==> src/rtl/wb_pkg.sv <==
// Shared constants for the write-back stage and its register file.
// Load-select codes, load sizes and default datapath widths.
package wb_pkg;

    localparam int XLEN_DEF = 32;
    localparam int NREG_DEF = 32;
    localparam int AW_DEF   = 5;

    localparam logic [1:0] RF_SEL_ALU = 2'd0;
    localparam logic [1:0] RF_SEL_DM  = 2'd1;
    localparam logic [1:0] RF_SEL_PC4 = 2'd2;
    localparam logic [1:0] RF_SEL_ILL = 2'd3;

    localparam logic [1:0] LD_BYTE = 2'd0;
    localparam logic [1:0] LD_HALF = 2'd1;
    localparam logic [1:0] LD_WORD = 2'd2;

endpackage

==> src/rtl/wb_load_align.sv <==
// Little-endian byte/half extraction with sign or zero extension.
// Only instantiated when WB_LOAD_EXT_EN is defined.
module wb_load_align
    import wb_pkg::*;
#(
    parameter int XLEN = XLEN_DEF
) (
    input  logic [XLEN-1:0] dm_q_i,
    input  logic [1:0]      size_i,
    input  logic            uns_i,
    input  logic [1:0]      addr_lo_i,
    output logic [XLEN-1:0] data_o
);

    logic [7:0]  byte_w;
    logic [15:0] half_w;

    assign byte_w = dm_q_i[{addr_lo_i, 3'b000} +: 8];
    assign half_w = dm_q_i[{addr_lo_i[1], 4'b0000} +: 16];

    // Size 3 falls through to the full word.
    always_comb begin
        data_o = dm_q_i;
        unique case (size_i)
            LD_BYTE: data_o = {{(XLEN-8){byte_w[7] & ~uns_i}}, byte_w};
            LD_HALF: data_o = {{(XLEN-16){half_w[15] & ~uns_i}}, half_w};
            default: data_o = dm_q_i;
        endcase
    end

endmodule

==> src/rtl/wb_stage_rf.sv <==
// Write-back select, 32-entry register file with write-through reads.
// Optional load extension on the DM path under WB_LOAD_EXT_EN.
module wb_stage_rf
    import wb_pkg::*;
#(
    parameter int XLEN = XLEN_DEF,
    parameter int NREG = NREG_DEF,
    parameter int AW   = AW_DEF
) (
    input  logic            clk,
    input  logic            rst_n,
    input  logic [XLEN-1:0] wb_alu_res,
    input  logic [XLEN-1:0] wb_dm_q,
    input  logic [XLEN-1:0] wb_pc4,
    input  logic [1:0]      wb_rf_d_sel,
    input  logic [AW-1:0]   wb_rd,
    input  logic            wb_we,
    input  logic            wb_valid,
    input  logic [1:0]      wb_ld_size,
    input  logic            wb_ld_uns,
    input  logic [1:0]      wb_addr_lo,
    input  logic [AW-1:0]   rs1_addr,
    input  logic [AW-1:0]   rs2_addr,
    output logic [XLEN-1:0] rs1_data,
    output logic [XLEN-1:0] rs2_data,
    output logic [XLEN-1:0] wb_data,
    output logic [31:0]     retire_cnt,
    output logic            sel_err
);

    logic [XLEN-1:0] rf_q [NREG];
    logic [31:0]     retire_cnt_q, retire_cnt_d;
    logic            sel_err_q, sel_err_d;
    logic [XLEN-1:0] ld_data;
    logic            commit;

`ifdef WB_LOAD_EXT_EN
    wb_load_align #(.XLEN(XLEN)) u_align (
        .dm_q_i    (wb_dm_q),
        .size_i    (wb_ld_size),
        .uns_i     (wb_ld_uns),
        .addr_lo_i (wb_addr_lo),
        .data_o    (ld_data)
    );
`else
    logic unused_ld;
    assign unused_ld = ^{wb_ld_size, wb_ld_uns, wb_addr_lo};
    assign ld_data   = wb_dm_q;
`endif

    always_comb begin
        wb_data = '0;
        unique case (wb_rf_d_sel)
            RF_SEL_ALU: wb_data = wb_alu_res;
            RF_SEL_DM:  wb_data = ld_data;
            RF_SEL_PC4: wb_data = wb_pc4;
            default:    wb_data = '0;
        endcase
    end

    assign commit = wb_valid & wb_we & (wb_rd != '0)
                  & (wb_rf_d_sel != RF_SEL_ILL);

    // Reads are forced to zero while reset is held, bypass included.
    always_comb begin
        rs1_data = '0;
        rs2_data = '0;
        if (rst_n && rs1_addr != '0)
            rs1_data = (commit && wb_rd == rs1_addr) ? wb_data
                                                     : rf_q[rs1_addr];
        if (rst_n && rs2_addr != '0)
            rs2_data = (commit && wb_rd == rs2_addr) ? wb_data
                                                     : rf_q[rs2_addr];
    end

    always_comb begin
        retire_cnt_d = retire_cnt_q;
        sel_err_d    = sel_err_q;
        if (wb_valid)
            retire_cnt_d = retire_cnt_q + 32'd1;
        if (wb_valid && wb_we && wb_rf_d_sel == RF_SEL_ILL)
            sel_err_d = 1'b1;
    end

    always_ff @(posedge clk or negedge rst_n) begin
        if (!rst_n) begin
            for (int i = 0; i < NREG; i++)
                rf_q[i] <= '0;
            retire_cnt_q <= '0;
            sel_err_q    <= 1'b0;
        end else begin
            if (commit)
                rf_q[wb_rd] <= wb_data;
            retire_cnt_q <= retire_cnt_d;
            sel_err_q    <= sel_err_d;
        end
    end

    assign retire_cnt = retire_cnt_q;
    assign sel_err    = sel_err_q;

endmodule
==> config.mk <==
export PLATFORM = sky130hd
export DESIGN_NAME = wb_stage_rf
export DESIGN_NICKNAME = d
export VERILOG_FILES = /design/src/rtl/wb_pkg.sv /design/src/rtl/wb_load_align.sv /design/src/rtl/wb_stage_rf.sv
export SDC_FILE = /design/constraint.sdc
export NUM_CORES = 2
export LEC_CHECK = 0
export CORE_UTILIZATION = 35
export DETAILED_ROUTE_END_ITERATION = 10
export PLACE_DENSITY = 0.64
export SKIP_LAST_GASP = 1
export SYNTH_ARGS = -nofsm -noshare
export SYNTH_HDL_FRONTEND = slang
export SYNTH_SLANG_ARGS = --single-unit
==> constraint.sdc <==
create_clock -name clk -period 2.3 [get_ports clk]
set_input_delay 0.345 -clock clk [delete_from_list [all_inputs] [get_ports clk]]
set_output_delay 0.345 -clock clk [all_outputs]
set_load 0.01 [all_outputs]
After elaboration in Yosys (flattened, before gate mapping)
Index checks and enable logic that the tools add are counted.

Register bits after elaboration: 1057. Bits in latches: 0. Memory bits (writable): 0. Bits in read-only memories: 0. Output and inout bits: 129. Logic and storage cells: 76. Memories kept: 0.

Add/subtract/negate cells: 1. $mul: 0. Div/mod/pow operators: 0. Magnitude comparators: 4. Equality and inequality tests: 6. Shift-type cells: 0. Multiplexer cells: 14. Bitwise operators: 6. Reductions and logical operators: 11.

Operators with widths (count): bitwise mux 1024 bit (1); binary-select mux 32 bit (select 5 bit) (2); two-way mux 32 bit (9); demux 32 bit (select 5 bit) (1); one-hot mux 32 bit (3 select lines) (1); adder 32 x 1 -> 32 bit (second input constant) (1); >= comparator 6 bit (second input constant) (3); inverter 5 -> 6 bit (3); nonzero test 5 bit (3); == test 5 bit (2); logical AND 1 bit (7); < comparator 6 x 1 -> 1 bit (second input constant) (1); == test 2 bit (second input constant) (2); bitwise AND 1 bit (3); == test 2 x 1 -> 1 bit (second input constant) (1); logical NOT 2 bit (1); != test 2 bit (second input constant) (1).

Longest topological paths before layout
Word-level depth: 6. Mapped depth: 9. Depth with buffers taken out: 6.

Worst setup path before layout
OpenSTA, ideal clock, no wires.

Kind: input -> output. Start: input rs2_addr[1]. End: output rs2_data[23]. Arrival: 2093 ps. Data required time: 1955 ps. Setup slack: -138 ps. Cell stages on the path: 7. Path buffers: 3. Cells stage by stage: buf_2 clkbuf_1 buf_1 mux4_2 a22oi_1 o21ai_0 a221o_1.

Longest elaborated chain between the ends: 6. Elaborated cells between the ends (all ways): 10. Classes of those cells: 1 x eq/ne; 5 x mux; 1 x bitwise; 3 x reduce/logical.

Ends and longest elaborated chain: start: declaration (RTL line wb_stage_rf.sv:23) `input logic [AW-1:0] rs2_addr,`; inverter 5 -> 6 bit (implied by the code) (RTL line wb_stage_rf.sv:73) `: rf_q[rs2_addr];`; binary-select mux 32 bit (select 5 bit) (RTL line wb_stage_rf.sv:73); two-way mux 32 bit (implied by the code) (2 in a row) (RTL line wb_stage_rf.sv:73); two-way mux 32 bit (RTL line wb_stage_rf.sv:72) `rs2_data = (commit && wb_rd == rs2_addr) ? wb_data`; two-way mux 32 bit (*) (RTL line wb_stage_rf.sv:71) `if (rst_n && rs2_addr != '0)`; end: declaration (RTL line wb_stage_rf.sv:25) `output logic [XLEN-1:0] rs2_data,`.

Mark *: on every way between the ends. The rest lies on a longest branch, timed or not. The select of a mux whose other input is x is not followed.

Worst setup path after layout
Start: register rf_q[962] (netlist bit). End: output rs2_data[2].

Longest elaborated chain between the ends: 5.

Ends and longest elaborated chain: start: declaration (RTL line wb_stage_rf.sv:31) `logic [XLEN-1:0] rf_q [NREG];`; start signal: indexed assignment (RTL line wb_stage_rf.sv:93) `rf_q[wb_rd] <= wb_data;`; binary-select mux 32 bit (select 5 bit) (RTL line wb_stage_rf.sv:73); two-way mux 32 bit (implied by the code) (2 in a row) (RTL line wb_stage_rf.sv:73); two-way mux 32 bit (RTL line wb_stage_rf.sv:72); two-way mux 32 bit (RTL line wb_stage_rf.sv:71).

No other way between the ends. The select of a mux whose other input is x is not followed.

==> out/summary.md <==
The flow ran to the end, but the final reports show violations. The checks that failed: setup timing. After routing the design area is 72,630 sq um. For the hold violation total from the final report, the log shows 0. For the pin with the worst max-slew slack, the measured transition is 1.052 ns. Counting both buffers and inverters, the worst setup path holds a total of 2. The worst setup path is of the register to output port kind.

By area, the combinational part of the netlist is dominated by multiplexers. The placeable core area was 156,200 sq um. The logs give 6,120 for the number of nets in the layout and 2.60 ns for the endpoint arrival time on the critical path. The logs give 140.8 mm for the estimated wirelength of the detail-placed design and 3 for the number of buffers on the longest clock path.

For the relative max-transition margin, the log shows 0.2990. The data required time of the critical path came out at 1.96 ns. The mapped cell area was 55,100 sq um. In this design, the stage delay of the slowest critical-path cell is 0.47 ns. Setup repair after global routing could not meet its margin everywhere.

For this run, the top clock speed supported by timing is 0.3395 GHz. The final clock period utilization by the worst path came out at 1.281. The total congestion overflow after global routing came out at 0. The root buffer cell chosen for the clock tree is clkbuf_16. The number of enable flip-flop cells after synthesis came out at 0. Clock latency on the worst-skew pair, taken at its later pin, is 0.72 ns. The tools report the number of placement rows as 145. Final worst clock skew: 0.007080 ns. For the met1 layer usage reported by global route, the log shows 0.3497. The layout has 14,000 filler cells. Port buffering added 245 buffers. For the post-synthesis sequential area ratio, the log shows 0.4800. The number of antenna violations at the first check in global routing is 3. The shortest period the worst path allows is 2.946 ns, and the count of max-cap constraint violations is 0. The tools report the number of global-route vias before repair as 46,940. Counting distinct cell types in the post-synthesis netlist gives 49. Counting every instance in the synthesized netlist gives 5,244. The share of synthesized area spent on multiplexers came out at 0.2080. The async set-reset flop share out of synthesis was 1.000. The overall power after layout was 52.09 mW.

For the number of buffers created by CTS, the log shows 113. The setup violation total in the final timing report is 70. The die boundary width is 398.8 um, and the floorplan die height is 398.8 um. The category of the worst setup path launch point is a register.

Summed over all cells, the static leakage comes to 32.35 nW. The sort of element at the end of the critical path is an output port. The xor/xnor cell area share of the yosys netlist is 0.006517, and the number of detailed-route iterations in the first pass is 7. The met2 track utilization from global routing was 0.3972; the proportion of layout cells with a drive suffix above 1 was 0.3109. Broken down by cell family, the worst path's largest delay share belongs to compound AO/OA/AOI/OAI gates.

Post-route worst hold slack: 0.3842 ns. The peak fanout along the critical path works out to 2. After detailed placement, the total cell area comes to 66,900 sq um. Compared with the post-synthesis result, the final layout area differs by 31.81%.

The post-synthesis share of cell area spent on full adders, half adders and majority gates was 0.0002271. The number of I/O pins was 251; the peak ir drop on the vdd network was 0.6343 mV. The type of the worst min-delay path is input pin to register. After the first detailed-routing iteration, the DRC count stood at 4,607. For the max-slew violation count, the log shows 0. Timing analysis after detailed placement gives a worst setup slack of -0.9806 ns.

A synthesized cell averages 10.51 sq um. Among all stages on the critical path, the largest delay is contributed by mux4_2. The Yosys step of the flow raised 0 warnings.

The via count was 47,600; the compound-cell area share of the yosys netlist was 0.1666. The total die area is 159,000 sq um, and the post-synth net total is 5,367. Routed via count divided by cell count: 5.846. Walking the worst path, the cells encountered are buf_6, mux4_2, a22oi_2, nand2_2, a221o_1, buf_2.

The clock edge transition at the registers on the reported setup and hold paths was 0.06 ns. The logs give 0.2591 for the total track usage and 0.9164 for the last weighted congestion value of the routability-driven placer. TritonCTS built the clock tree. The routed wire length is 209.3 mm. After synthesis the netlist holds a flip-flop and latch count of 1,057. The first global-routing pass estimated 307.5 mm of wire.

The remaining antenna violation count is 0, and the total power divided by cell area is 717.2 nW/um^2. The clock net in this run drives a total of 1,057 sinks. Among all flip-flop cells after synthesis, the most frequent one is dfrtp_1.

The H-tree generated during clock tree synthesis spans 3 levels. Layer with the highest usage after global routing: met2. For the worst path setup slack after routing, the log shows -0.6457 ns.

Entering global routing, the biggest net connects 167 pins. The fraction of the mapped netlist area in simple logic gates was 0.09328; the met3 capacity usage during global routing was 0.06359. After detailed routing, the average wire length per cell comes to 25.70 um.

Starting density of the core: 0.3527. After detailed routing, the number of remaining DRC violations is 0.
==> layout make-up <==
cell class / instances / area (sq um) / area share
multi-input cells: 3588 / 27770 / 0.3824
clock buffers: 166 / 3339 / 0.04598
inverters: 36 / 136.4 / 0.001878
flip-flops and latches: 1057 / 26450 / 0.3642
diodes: 1 / 2.502 / 0.00003445
clock inverters: 35 / 485.5 / 0.006684
well taps: 2058 / 2575 / 0.03545
repair buffers: 1201 / 11870 / 0.1634
==> registers in the layout (all words and copies together), names as in the netlist <==
name and count:
rf_q 1024, retire_cnt 32, sel_err 1
==> worst min-delay path, cell delays in order <==
cell,delay [ns]
dlygate4sd2_1,0.24
buf_12,0.13
buf_4,0.23
xor2_1,0.10
==> cells in the mapped netlist, types with 2 or more instances <==
master | count | area, sq um
nand3b_2 | 4 | 45.04
and4_1 | 4 | 35.03
o21bai_1 | 32 | 240.2
and4b_1 | 2 | 20.02
xor2_1 | 21 | 183.9
buf_2 | 98 | 490.5
a221oi_1 | 156 | 1366
mux2i_1 | 343 | 3433
clkbuf_1 | 419 | 1573
and2_1 | 6 | 37.54
inv_1 | 35 | 131.4
nand4_1 | 9 | 56.30
nand3_1 | 27 | 135.1
nor3_1 | 3 | 15.01
mux4_2 | 356 | 8018
and3_1 | 11 | 68.82
a221o_1 | 64 | 640.6
a21o_1 | 5 | 37.54
dfrtp_1 | 1057 | 26450
nor2_1 | 360 | 1351
o21ai_1 | 2 | 10.01
buf_6 | 6 | 67.56
buf_4 | 22 | 165.2
or2_2 | 5 | 31.28
a22oi_1 | 160 | 1201
nand3_2 | 4 | 40.04
buf_1 | 17 | 63.81
nand2_1 | 841 | 3157
xnor2_1 | 20 | 175.2
a21oi_1 | 303 | 1516
nor2b_1 | 12 | 75.07
a211oi_1 | 2 | 15.01
o21ai_0 | 822 | 4114
==> through the flow <==
| step | setup TNS (ns) | utilization | instances |
|---|---|---|---|
| floorplan | -1.157 | - | 5244 |
| global placement | -246.98 | 0.4283 | 7864 |
| detailed placement | -263.43 | 0.4283 | 7864 |
| CTS | -35.55 | 0.4603 | 8113 |
| global route | -37.05 | 0.4649 | 8141 |
| finish | -33.53 | 0.4650 | 8142 |
==> power breakdown <==
part | internal [mW] | total (mW) | leakage [nW] | switching (mW)
Combinational | 5.45 | 10.9 | 16.2 | 5.48
Clock | 10.9 | 19.0 | 1.88 | 8.08
Sequential | 20.6 | 22.1 | 14.3 | 1.51
==> worst paths after layout <==
kind | slack (ns) | startpoint | endpoint | cells after the start
setup / recovery | -0.65 | rf_q[962] | rs2_data[2] | 6
hold / removal | 0.38 | wb_valid | retire_cnt[0] | 4
setup reg to reg | 0.51 | retire_cnt[0] | retire_cnt[28] | 7
hold reg to reg | 0.40 | rf_q[1019] | rf_q[1019] | 0
max in group asynchronous | 0.14 | rst_n | rf_q[637] | 5
min in group asynchronous | 0.46 | rst_n | rf_q[993] | 4
==> metal layers <==
metal  routed length (um)  vias up
li1                     -    20590
met1                85020    24210
met2                94400     2323
met3                21080      483
met4                 8771        4
met5                   23        -
==> logic make-up (layout without fill, tap and decap cells) <==
family / Yosys count / in the layout
multiplexers: 700 / 700
AO/OA/AOI/OAI: 1549 / 1549
other: 0 / 1
AND/OR/NAND/NOR: 1297 / 1297
buffers and inverters: 599 / 1438
flip-flops: 1057 / 1057
XOR/XNOR: 41 / 41
adder cells (fa/ha/maj): 1 / 1
==> cell usage in the layout, fill, tap and decap left out, types with 14 or more instances in the layout <==
cell             count
dfrtp_1           1057
nand2_1            800
o21ai_0            763
buf_4              739
mux4_2             356
nor2_1             347
mux2i_1            342
a21oi_1            258
buf_12             172
clkdlybuf4s50_1    132
a221oi_1           129
clkbuf_16          120
a22oi_2            109
a221o_1             64
buf_2               60
a22oi_1             51
buf_6               44
nand2_2             40
o21ai_1             36
o21bai_1            31
a221oi_2            27
clkbuf_8            27
a21oi_2             25
o21ai_2             24
clkbuf_1            24
dlygate4sd2_1       22
xor2_1              21
a21oi_4             20
xnor2_1             20
inv_1               19
clkinv_2            18
nand3_1             17
inv_2               16
nor2_4              14
==> what timing repair did <==
action | 4_1_cts | 5_1_grt
cloned | 3 | 5
buffers inserted | 63 | 26
pin swaps | 180 | 70
endpoints found under the setup margin | 96 | 82
hold buffers | 1 | 0
resized for setup | 583 | 111
hold endpoints to repair | 345 | 0
No activity file was read; power rests on OpenSTA's default activity.
